## config.mk

```make
export PLATFORM = sky130hd
export DESIGN_NAME = game_flow_controller
export DESIGN_NICKNAME = d
export VERILOG_FILES = /design/src/rtl/game_flow_controller.sv
export SDC_FILE = /design/constraint.sdc
export NUM_CORES = 1
export LEC_CHECK = 0
export CORE_MARGIN = 2
export CORE_UTILIZATION = 30
export DETAILED_ROUTE_END_ITERATION = 7
export SYNTH_ARGS = -nofsm -noshare
export SYNTH_HDL_FRONTEND = slang
export SYNTH_SLANG_ARGS = --single-unit
```

## constraint.sdc

```tcl
create_clock -name clk -period 2.9 [get_ports clk]
set_input_delay 0.29 -clock clk [delete_from_list [all_inputs] [get_ports clk]]
set_output_delay 0.29 -clock clk [all_outputs]
set_load 0.02 [all_outputs]
```

## src/rtl/game_flow_controller.sv

```systemverilog
// Game sequencer for the Bomber Man VGA game: state machine, lives, score and level countdown.
// Consumes per-frame hit/kill pulses; drives freeze/respawn controls and display values.
//
// state        | meaning
// IDLE (0)     | waiting for start key, play frozen
// PLAY (1)     | normal play, timer running, kills scored
// DYING (2)    | player hit, invulnerable, respawn countdown in frames
// LEVEL_CLR (3)| bonus tally of remaining seconds, then start key for next level
// GAME_OVER (4)| final score/lives held until start key
module game_flow_controller #(
   parameter int LIVES_INIT     = 3,
   parameter int FRAMES_PER_SEC = 30,
   parameter int LEVEL_TIME_SEC = 180,
   parameter int RESPAWN_FRAMES = 60,
   parameter int SCORE_PER_KILL = 100,
   parameter int BONUS_PER_SEC  = 10,
   parameter int SCORE_MAX      = 9999
) (
   input  logic        clk,
   input  logic        resetN,
   input  logic        startOfFrame,
   input  logic        start_key,
   input  logic        player_hit,
   input  logic        enemy_kill,
   input  logic [3:0]  enemies_left,
   output logic [2:0]  game_state,
   output logic [1:0]  lives,
   output logic [13:0] score,
   output logic [7:0]  time_left,
   output logic        freeze_play,
   output logic        respawn_pulse
);

   localparam logic [2:0] S_IDLE      = 3'd0;
   localparam logic [2:0] S_PLAY      = 3'd1;
   localparam logic [2:0] S_DYING     = 3'd2;
   localparam logic [2:0] S_LEVEL_CLR = 3'd3;
   localparam logic [2:0] S_GAME_OVER = 3'd4;

   localparam int FCW = (FRAMES_PER_SEC > 1) ? $clog2(FRAMES_PER_SEC) : 1;
   localparam logic [FCW-1:0] FRAME_LAST = FCW'(FRAMES_PER_SEC - 1);

   logic [2:0]     state_nx;
   logic [1:0]     lives_nx;
   logic [13:0]    score_nx;
   logic [7:0]     time_nx;
   logic [FCW-1:0] frame_cnt, frame_nx;
   logic [7:0]     dying_cnt, dying_nx;
   logic           freeze_nx, respawn_nx;
   logic           start_key_d, start_edge;
   logic           sec_tick, timeout, dying_done;
   logic [14:0]    kill_sum, bonus_sum;
   logic [13:0]    kill_sat, bonus_sat;

   assign start_edge = start_key & ~start_key_d;
   assign sec_tick   = startOfFrame && (frame_cnt == FRAME_LAST);
   assign timeout    = sec_tick && (time_left == 8'd1);
   assign dying_done = startOfFrame && (({1'b0, dying_cnt} + 9'd1) == 9'(RESPAWN_FRAMES));

   // Sums are one bit wider than score so the clamp sees the true result.
   assign kill_sum  = {1'b0, score} + 15'(SCORE_PER_KILL);
   assign bonus_sum = {1'b0, score} + 15'(BONUS_PER_SEC);
   assign kill_sat  = (kill_sum  > 15'(SCORE_MAX)) ? 14'(SCORE_MAX) : kill_sum[13:0];
   assign bonus_sat = (bonus_sum > 15'(SCORE_MAX)) ? 14'(SCORE_MAX) : bonus_sum[13:0];

   always_ff @(posedge clk) begin
      if (!resetN) begin
         game_state    <= S_IDLE;
         lives         <= '0;
         score         <= '0;
         time_left     <= '0;
         frame_cnt     <= '0;
         dying_cnt     <= '0;
         start_key_d   <= 1'b0;
         freeze_play   <= 1'b1;
         respawn_pulse <= 1'b0;
      end else begin
         game_state    <= state_nx;
         lives         <= lives_nx;
         score         <= score_nx;
         time_left     <= time_nx;
         frame_cnt     <= frame_nx;
         dying_cnt     <= dying_nx;
         start_key_d   <= start_key;
         freeze_play   <= freeze_nx;
         respawn_pulse <= respawn_nx;
      end
   end

   always_comb begin
      state_nx = game_state;
      case (game_state)
         S_IDLE:      if (start_edge) state_nx = S_PLAY;
         S_PLAY: begin
            if (player_hit)              state_nx = S_DYING;
            else if (timeout)            state_nx = S_GAME_OVER;
            else if (enemies_left == '0) state_nx = S_LEVEL_CLR;
         end
         S_DYING:     if (dying_done) state_nx = (lives == '0) ? S_GAME_OVER : S_PLAY;
         S_LEVEL_CLR: if (time_left == '0 && start_edge) state_nx = S_PLAY;
         S_GAME_OVER: if (start_edge) state_nx = S_IDLE;
         default:     state_nx = S_IDLE;
      endcase
   end

   always_comb begin
      lives_nx   = lives;
      score_nx   = score;
      time_nx    = time_left;
      frame_nx   = frame_cnt;
      dying_nx   = dying_cnt;
      freeze_nx  = (state_nx != S_PLAY);
      respawn_nx = (state_nx == S_PLAY) && (game_state != S_PLAY);
      case (game_state)
         S_IDLE: begin
            if (start_edge) begin
               lives_nx = 2'(LIVES_INIT);
               score_nx = '0;
               time_nx  = 8'(LEVEL_TIME_SEC);
               frame_nx = '0;
            end
         end
         S_PLAY: begin
            if (enemy_kill) score_nx = kill_sat;
            if (player_hit) begin
               lives_nx = (lives == '0) ? 2'd0 : lives - 2'd1;
               dying_nx = '0;
            end else begin
               if (startOfFrame) begin
                  if (sec_tick) begin
                     frame_nx = '0;
                     if (time_left != '0) time_nx = time_left - 8'd1;
                  end else begin
                     frame_nx = frame_cnt + 1'b1;
                  end
               end
               if (!timeout && enemies_left == '0) frame_nx = '0;
            end
         end
         S_DYING: begin
            if (startOfFrame && dying_cnt != 8'hFF) dying_nx = dying_cnt + 8'd1;
         end
         S_LEVEL_CLR: begin
            // Start key only counts once the tally has drained the clock.
            if (time_left != '0) begin
               if (startOfFrame) begin
                  time_nx  = time_left - 8'd1;
                  score_nx = bonus_sat;
               end
            end else if (start_edge) begin
               time_nx  = 8'(LEVEL_TIME_SEC);
               frame_nx = '0;
            end
         end
         S_GAME_OVER: begin
            if (start_edge) begin
               lives_nx = '0;
               score_nx = '0;
               time_nx  = '0;
            end
         end
         default: begin
            lives_nx = '0;
            score_nx = '0;
            time_nx  = '0;
            frame_nx = '0;
            dying_nx = '0;
         end
      endcase
   end

endmodule
```

==> reports/qor.txt <==
status - completed
TritonCTS clock tree - built
Worst slew margin - 56.53%
Fmax - 0.3690 GHz
CTS Buf Count - 5
CP Data Required Time - 3.07 ns
Internal Power - 1430 µW
critical path type - reg -> reg
crit-path max cell delay - 0.54 ns
Syn Nets - 461
Period minus WS final - 2.710 ns
Total GRT Usage - 15.80%
Synth area leader - dfxtp_1
clk root buf - clkbuf_16
clock share of power - 33.3%
share of post-route cells with drive strength above 1 - 14.44%
Sequential Area - 860.8 µm²
Yosys reg bits - 43
Synth Area per Inst - 7.909 µm²
GPL Wtd Cong - 0.8871
core area - 0.01137 mm²
Setup WS pre-CTS - 0.2468 ns
Syn. warnings - 0
cell row count - 39
Leak Pwr - 0.001471 µW
PostCTS Resize Cnt - 0
Synth async-reset ratio - 0%
clock skew - 0.01071 ns
fin nets - 499
post-detail-place hpwl - 7352 µm
maxcap violations - 0
Post-CTS Setup Bufs - 0
Sequential Power Share - 33.3%
Clock transition at path regs - 0.06 ns
Fillers - 1165
final hold vios - 0
multi-input logic area - 0.002401 mm²
Mapped Area - 0.003472 mm²
Layout area overhead - 21.44%
WP data arrival - 2.88 ns
top post-synthesis cells by area - dfxtp_1, nor2_1, nand2_1, ha_1, a21oi_1
P per Cell Area - 517.4 mW/mm²
first-pass GRT wire length - 16450 µm
# diodes - 0
cts hold-fix bufs - 0
Worst setup EP type - flip-flop
period utilization - 93.46%
Via Count - 3527
drc violations - 0
Slew Viols, Final - 0
Synth top area share - 24.79%
antenna-violating nets left - 0
clk_lat worst skew - 0.28 ns
IO Count - 39
die span in x - 111.6 µm
Starting Density - 30.54%
wire length per cell - 16.09 µm
Peak VDD IR - 0.0002699 V
largest net degree at the start of global routing - 30
fin cells - 621
Comb pwr share - 33.4%
1st-iter DRT viols - 169
PortBufs - 38
CP max stage cell - dfxtp_1
Clock Path Buffers - 2
hold crit path type - reg -> reg
Post-synth EDFFs - 0
Net Sw Power - 751.8 µW
vias per cell - 5.680
post-placement cell count - 613
register area share after synthesis - 24.79%
post-synth cell types - 86
routed wire length - 9989 µm
die area - 0.01245 mm²
First-pass DRT Iterations - 7
grt total ovfl - 0
die height - 111.6 µm
post-layout util - 37.09%
initial antenna violation count - 0
vias in the first global route - 3353
Main synth FF type - dfxtp_1
Startpoint Class - flip-flop
# setup viols final - 0
post-route setup slack - 0.1896 ns
Switching Share - 34.46%
clock sinks - 43
synthesized instance count - 439
crit-path cells - inv_1 -> ha_1 -> a2111oi_0 -> o21ai_0 -> o211ai_1 -> a311oi_4 -> o31ai_2 -> or3_4 -> o211ai_2
CP max FO - 10
H-tree depth - 2
Slew @ Worst Pin - 0.6514 ns
[final timing paths]
path / start / to / slack, ns / depth (start not counted)
max: score[3]$_SDFFE_PN0P_ / score[3]$_SDFFE_PN0P_ / 0.19 / 9
min: lives[1]$_SDFFE_PN0P_ / lives[1]$_SDFFE_PN0P_ / 0.49 / 2
max reg2reg: score[3]$_SDFFE_PN0P_ / score[3]$_SDFFE_PN0P_ / 0.19 / 9
min reg2reg: lives[1]$_SDFFE_PN0P_ / lives[1]$_SDFFE_PN0P_ / 0.49 / 2
[power groups by stage]
stage / clock [µW] / combinational [µW] / sequential (µW)
final: 726 / 728 / 727
after global routing: 770 / 793 / 736
after CTS: 744 / 723 / 726
after detailed placement: 0 / 719 / 738
after global placement: 0 / 716 / 738
after floorplan: 0 / 464 / 757
[Yosys cell counts (12+ instances only)]
cell type and n:
o21ai_0 22, nand3_1 13, nand2_1 45, inv_1 17, dfxtp_1 43, nor2_1 49, a31oi_1 13, nor3_1 12
a21oi_1 24, ha_1 12
[metrics by stage]
| stage | area (µm²) | setup TNS (ns) | hold WS (ns) | power, µW |
|---|---|---|---|---|
| final | 4217 | 0 | 0.4909 | 2182 |
| after global routing | 4217 | -0.0003544 | 0.5426 | 2300 |
| after CTS | 4205 | 0 | 0.4922 | 2194 |
| after detailed placement | 4016 | 0 | 0.4830 | 1458 |
| after global placement | 4016 | 0 | 0.4794 | 1454 |
| after floorplan | 3472 | 0 | 0.4117 | 1221 |
[registers in the layout, summed over array words and instances (netlist names)]
register,count
time_left,8
respawn_pulse,1
dying_cnt,8
lives,2
freeze_play,1
score,14
frame_cnt,5
start_key_d,1
game_state,3
[worst max-delay path, delay by kind of cell (launching register included)]
kind,cells,cell delay (ns)
flops,1,0.54
simple gates,1,0.24
fa+ha+maj,1,0.26
buf+inv,1,0.08
compound gates,6,1.47
[layout make-up]
class / count / area share [%]
Multi-Input combinational cell: 353 / 56.94
Sequential cell: 43 / 20.42
Timing Repair Buffer: 57 / 12.40
Tap cell: 143 / 4.243
Clock buffer: 6 / 3.056
Inverter: 17 / 1.513
Clock inverter: 2 / 1.424
[per-layer routing]
metal | wire, µm | up-vias | GRT usage [%] | part of all wire [%]
met2 | 4721 | 117 | 26.34 | 47
met3 | 496 | 20 | 2.395 | 5.0
met1 | 4507 | 1676 | 20.79 | 45
li1 | - | 1714 | - | -
met4 | 264 | 0 | 5.761 | 2.6
met5 | 0 | - | 0 | 0
[layout by cell type, fill, tap and decap left out, types with 5 or more instances in the layout]
cell             instances
xor2_1                   5
nand2b_1                 6
nand3_1                 13
clkdlybuf4s50_1         38
o21ai_0                 22
nor3_1                  12
nand4_1                  8
buf_4                   19
nand2_1                 45
dfxtp_1                 43
ha_1                    12
and3_1                   6
nor2_1                  49
xnor2_1                  8
mux2i_1                  5
inv_1                   17
a21o_1                   6
a211oi_1                 7
o21a_1                   5
a31oi_1                 13
clkbuf_16                5
a21oi_1                 23
o211ai_1                 8
nor2b_1                  7
[logic make-up after synthesis]
kind of cell	after synthesis	synth area share (%)
adders and majority gates	12	4.324
DFF	43	24.79
muxes	6	1.766
buffers and inverters	43	6.378
xor gates and xnor gates	13	3.279
AOI/OAI and AO/OA	140	31.96
and+or+nand+nor	182	27.50
Note: power is estimated with default switching activity, not from simulation.
